`src/rtl/xmem_loader.sv`:
```
// DMA-style loader: reads len words from an external word-addressed bus
// (base + i*stride) and writes them to consecutive memory addresses.
module xmem_loader #(
  parameter int DATA_W     = 32,
  parameter int MEM_ADDR_W = 10,
  parameter int EXT_ADDR_W = 32,
  parameter int STRIDE_W   = 16
) (
  input  logic                  clk,
  input  logic                  rst,
  input  logic                  start,
  input  logic                  abort,
  input  logic [EXT_ADDR_W-1:0] ext_base,
  input  logic [STRIDE_W-1:0]   ext_stride,
  input  logic [MEM_ADDR_W-1:0] mem_base,
  input  logic [MEM_ADDR_W:0]   len,
  output logic                  busy,
  output logic                  done,
  output logic [MEM_ADDR_W:0]   words_done,
  output logic                  ext_valid,
  output logic [EXT_ADDR_W-1:0] ext_addr,
  input  logic                  ext_ready,
  input  logic                  ext_rvalid,
  input  logic [DATA_W-1:0]     ext_rdata,
  output logic                  mem_valid,
  output logic                  mem_we,
  output logic [MEM_ADDR_W-1:0] mem_addr,
  output logic [DATA_W-1:0]     mem_wdata
);

  typedef enum logic [2:0] {IDLE, REQ, RESP, WR, DONE} state_t;

  localparam logic [MEM_ADDR_W:0]   WD_ONE  = 1;
  localparam logic [MEM_ADDR_W-1:0] MA_ONE  = 1;

  state_t                state, state_nxt;
  logic [MEM_ADDR_W:0]   len_q;
  logic [STRIDE_W-1:0]   stride_q;
  logic                  abort_q;
  logic                  last;

  // An abort seen during the write itself also ends the transfer after this word.
  assign last = ((words_done + WD_ONE) == len_q) || abort_q || abort;

  always_comb begin
    state_nxt = state;
    case (state)
      IDLE:    if (start) state_nxt = (len == '0) ? DONE : REQ;
      REQ:     if (ext_ready) state_nxt = RESP;
      RESP:    if (ext_rvalid) state_nxt = WR;
      WR:      state_nxt = last ? DONE : REQ;
      DONE:    state_nxt = IDLE;
      default: state_nxt = IDLE;
    endcase
  end

  // Outputs are flops decoded from the next state so they line up with it.
  always_ff @(posedge clk or negedge rst) begin
    if (!rst) begin
      state      <= IDLE;
      busy       <= 1'b0;
      done       <= 1'b0;
      ext_valid  <= 1'b0;
      mem_valid  <= 1'b0;
      mem_we     <= 1'b0;
      words_done <= '0;
      ext_addr   <= '0;
      mem_addr   <= '0;
      mem_wdata  <= '0;
      len_q      <= '0;
      stride_q   <= '0;
      abort_q    <= 1'b0;
    end else begin
      state     <= state_nxt;
      busy      <= (state_nxt == REQ) || (state_nxt == RESP) || (state_nxt == WR);
      done      <= (state_nxt == DONE);
      ext_valid <= (state_nxt == REQ);
      mem_valid <= (state_nxt == WR);
      mem_we    <= (state_nxt == WR);
      case (state)
        IDLE: begin
          abort_q <= 1'b0;
          if (start) begin
            len_q      <= len;
            stride_q   <= ext_stride;
            ext_addr   <= ext_base;
            mem_addr   <= mem_base;
            words_done <= '0;
          end
        end
        REQ: if (abort) abort_q <= 1'b1;
        RESP: begin
          if (abort) abort_q <= 1'b1;
          if (ext_rvalid) mem_wdata <= ext_rdata;
        end
        WR: begin
          if (abort) abort_q <= 1'b1;
          words_done <= words_done + WD_ONE;
          ext_addr   <= ext_addr + EXT_ADDR_W'(stride_q);
          mem_addr   <= mem_addr + MA_ONE;
        end
        default: ;
      endcase
    end
  end

endmodule

```
`config.mk`:
```
export PLATFORM = sky130hd
export DESIGN_NAME = xmem_loader
export DESIGN_NICKNAME = d
export VERILOG_FILES = /design/src/rtl/xmem_loader.sv
export SDC_FILE = /design/constraint.sdc
export NUM_CORES = 1
export LEC_CHECK = 0
export BUFFER_PORTS_ARGS = -buffer_cell sky130_fd_sc_hd__buf_2
export CORE_MARGIN = 2
export CORE_UTILIZATION = 52
export DETAILED_ROUTE_END_ITERATION = 10
export PLACE_DENSITY = 0.86
export SYNTH_ARGS = -nofsm -noshare
export SYNTH_HDL_FRONTEND = slang
export SYNTH_SLANG_ARGS = --single-unit
```
`constraint.sdc`:
```
create_clock -name clk -period 3.3 [get_ports clk]
set_clock_uncertainty 0.1 [all_clocks]
set_input_delay 0.495 -clock clk [delete_from_list [all_inputs] [get_ports clk]]
set_output_delay 0.495 -clock clk [all_outputs]
set_load 0.02 [all_outputs]
```
### After elaboration in Yosys (flattened, before gate mapping)

Cells that the tools add are included.
W data, S select, Z words.

* register bits: 120

* muxes and demuxes: 14
* add/subtract/negate cells: 3
* reductions and logical operators: 13
* eq/ne operators: 10

Operators with widths (count)
* $pmux W32 S2: 1
* $add A32 B16 Y32: 1
* $mux W32: 1
* $pmux W11 S2: 1
* $pmux W10 S2: 1
* $mux W3: 5
* $eq A3 B2 Y1 const B: 4
* $pmux W3 S4: 1
* $add A11 B1 Y11 const B: 1
* $eq A11 B11 Y1: 1
* $logic_not A11 Y1: 1
* $mux W11: 1
* $add A10 B1 Y10 const B: 1
* $mux W10: 1
* $reduce_and A2 Y1: 4
* $eq A3 B1 Y1 const B: 2
* $logic_or A1 B1 Y1: 4
* $reduce_bool A2 Y1: 2
* $eq A3 B3 Y1 const B: 1
* $logic_not A3 Y1: 1
* $reduce_or A3 Y1: 1
* $ne A2 B1 Y1 const B: 1
* $ne A2 B2 Y1 const B: 1
* $pmux W1 S2: 1
* $mux W1: 1

### Longest topological paths before layout

* word-level depth: 9
* gate-level depth with buffers: 10
* mapped depth without buffers: 9

### Worst setup path after synthesis

Ideal clock, no wire load.

* path kind: register to register
* from: reg ext_addr[0]
* to: reg ext_addr[18]
* arrival time: 2350 ps
* period minus slack after synthesis: 2519 ps
* required time: 3131 ps
* cell stages (with the launch flop): 11
* path buffers: 1
* slack: 781 ps
* cell sequence: dfrtp_1 ha_1 inv_1 fa_1 nor2b_1 o211ai_1 a21oi_2 o21ai_2 buf_4 or4_1 nand3_1

* longest elaborated chain between the ends: 2

Ends and longest elaborated chain
* from (decl): RTL line 21 `output logic [EXT_ADDR_W-1:0] ext_addr,`
* from (signal assigned): RTL line 86 `ext_addr <= ext_base;`
* from (signal assigned): RTL line 99 `ext_addr <= ext_addr + EXT_ADDR_W'(stride_q);`
* $add A32 B16 Y32: RTL line 99
* $pmux W32 S2: RTL line 80 `case (state)`

Every way passes these cells.
A chain may end at the register's enable or synchronous reset.

### Final worst setup path

* from: reg ext_addr[10]
* to: reg ext_addr[29]

Same word-level chain as after synthesis.

==> impl_metrics.ini <==
[synthesis]
synth_mux_area_frac = 0.06403
async_flop_share = 1.000
synth_compound_area_frac = 0.1644
syn_nets = 832
synth_cell_types = 73
synth_fa_ha_area_frac = 0.03724
synthXorXnorAreaFrac = 0.03591
synth_area_leaders = dfrtp_1 (46%), nand2_1 (7.2%), mux2_2 (5.5%), ha_1 (3.4%), nor2_1 (2.7%)
ys_seq_elements = 120
synthCells = 706
synth_enable_flop_cells = 0
synth_top_family_by_area = simple AND/OR/NAND/NOR gates
ys_warn_count = 0
synth_top_area_share = 0.4560
yosysTopAreaCell = dfrtp_1
syn-cell-area_um2 = 6585
yosysSeqAreaShare = 0.4560
syn_avg_cell_area_um2 = 9.327
synth-main-ff-cell = dfrtp_1
synth-simple-area-share = 0.2067

[power_and_ir_drop]
cellPowerDensity_nw_per_um2 = 1109
vdd_drop_max_v = 0.0007172
cellLeakagePower_nw = 4.007

[worst_setup_path]
worstPathRequired_ns = 3.52
worstSetupPathType = flop to flop
cp_max_fo = 9
cp-start-kind = flop
arrival_ns = 2.91
cp-end-kind = flop

[cells_and_area]
nets = 1017
n_fill_cell = 1034
final_cells = 1076
most-common-layout-cells = buf_2 (195), nand2_1 (126), dfrtp_1 (120)
final-seq-area_um2 = 3003
multi_input_area_um2 = 3361
drive_above_1_share = 0.3241
final_common_cell = buf_2
n_antenna_cell = 0
area_growth_pct = 26.54

[grt]
grt_overflow = 0
grt_pass1_wl_um = 28410
grtUsageTotal = 0.2680
antenna_found_initial = 0
grt_max_degree = 65
first_global_vias = 5930

[detailed_routing]
drc = 0
first_pass_iters = 5
drt-initial-drc-count = 531
wl_per_cell_um = 16.60
vias = 6168
routed_wl_um = 17870
drtAntennaViolNets = 0
viasPerCell = 5.732

[floorplanning]
dieWidth_um = 116.5
row_count = 41
initial_core_util = 0.5283
ioPinCount = 197
die_h_um = 116.5
dieArea_um2 = 13580
core_um2 = 12470

[place]
port_buffers = 196
routabilityCongestion = 0.9267
placed_cells = 1043
hpwl_um = 12870

[sta]
setup_viol = 0
max_slew_margin = 0.4250
fin_crit_sh = 0.8140
tightest_slew_ns = 0.8594
timing.setup.tns_ns = 0
fmax_ghz = 0.3723
slew_viol_final = 0
rsz0062_at_grt = false
finalHoldViolations = 0
period_minus_slack_ns = 2.686

[clock_network]
cts_tree = done
cts-root-buf = clkbuf_16
clk_pin_slew_ns = 0.06
numCtsBuffers = 17
postCtsSetupBuffers = 0
post_cts_resize_count = 0
clk_latency_ns = 0.41
htree_levels = 4
cts_sinks = 120
cts_buffer_depth = 2

[worst_hold_path]
hp-class = input pin to flop

[outcome]
status = complete, no violations

[job]
cap_violations = 0
==> metrics by stage <==
step / setup slack [ns] / total power, mW / instance area (µm²) / util / hold WS (ns)
2_1_floorplan: 0.7807 / 5.970 / 6585 / - / 0.09941
3_3_place_gp: 0.7294 / 7.159 / 7710 / 0.6185 / 0.3541
3_5_place_dp: 0.6405 / 7.301 / 7710 / 0.6185 / 0.3555
4_1_cts: 0.6192 / 9.239 / 8333 / 0.6685 / 0.1571
5_1_grt: 0.4398 / 9.937 / 8333 / 0.6685 / 0.1643
6_report: 0.6138 / 9.241 / 8333 / 0.6685 / 0.1661
==> what timing repair did <==
item | 4_1_cts | 5_1_grt
setup endpoints to repair | 0 | 0
hold endpoints to repair | 27 | 0
hold buffers | 1 | 0
==> layout make-up <==
cell class              count  share of cell area
clock buffers              18             0.05270
clock inverters            14             0.02087
inverters                  14            0.006306
multi-input cells         530              0.4033
flip-flops and latches    120              0.3604
well taps                 172             0.02583
repair buffers            208              0.1306
==> state kept, by name, summed over array words and instances (netlist names) <==
signal and cells:
words_done 11, mem_we 1, busy 1, len_q 11, mem_addr 10, state 3
ext_addr 32, stride_q 16, ext_valid 1, mem_wdata 32, abort_q 1, done 1
==> metal layers <==
metal,up-vias,wire [µm],GRT usage
li1,2915,-,-
met1,2936,7368,0.3386
met2,263,8620,0.4461
met3,54,1375,0.06279
met4,0,500,0.1098
met5,-,0,0
==> Yosys cell counts, drive strengths merged, types with 11 or more instances <==
cell type	count
nand2	127
dfrtp	120
nor2	48
o21ai	34
a21oi	33
mux2	33
clkbuf	29
nand3	29
ha	18
and3	17
nor3	16
o22ai	16
xnor2	16
inv	14
buf	13
xor2	11
==> path summary, 6_finish.rpt <==
| check | start | endpoint | slack (ns) | cells after the start |
|---|---|---|---|---|
| worst max-delay path | ext_addr[10] | ext_addr[29] | 0.61 | 7 |
| worst min-delay path | ext_stride[9] | stride_q[9] | 0.17 | 3 |
| worst max register to register | ext_addr[10] | ext_addr[29] | 0.61 | 7 |
| worst min register to register | stride_q[14] | stride_q[14] | 0.38 | 2 |
| max in group asynchronous | rst | ext_addr[12] | 1.90 | 3 |
| min in group asynchronous | rst | done | 0.47 | 2 |
==> worst max-delay path, cell delays in order, from the launching register on <==
cell and delay [ns]:
dfrtp_1 0.39, ha_1 0.42, and3_1 0.27, nand3_1 0.13, a2111oi_2 0.44, or3_1 0.40, nand4_1 0.17, a221oi_2 0.27
==> report_power, final <==
group / switching, mW / total [mW] / internal, mW
logic: 2.81 / 4.62 / 1.80
clock network: 0.694 / 1.90 / 1.21
registers: 0.577 / 2.72 / 2.14
total: 4.08 / 9.24 / 5.16
==> logic make-up (layout without fill, tap and decap cells) <==
logic type                 Yosys count  count (layout)
and+or+nand+nor                    289             289
AOI/OAI and AO/OA                  157             157
xor gates and xnor gates            27              27
muxes                               38              38
DFF                                120             120
buffers and inverters               56             254
adders and majority gates           19              19
(Power assumes the default switching activity.)
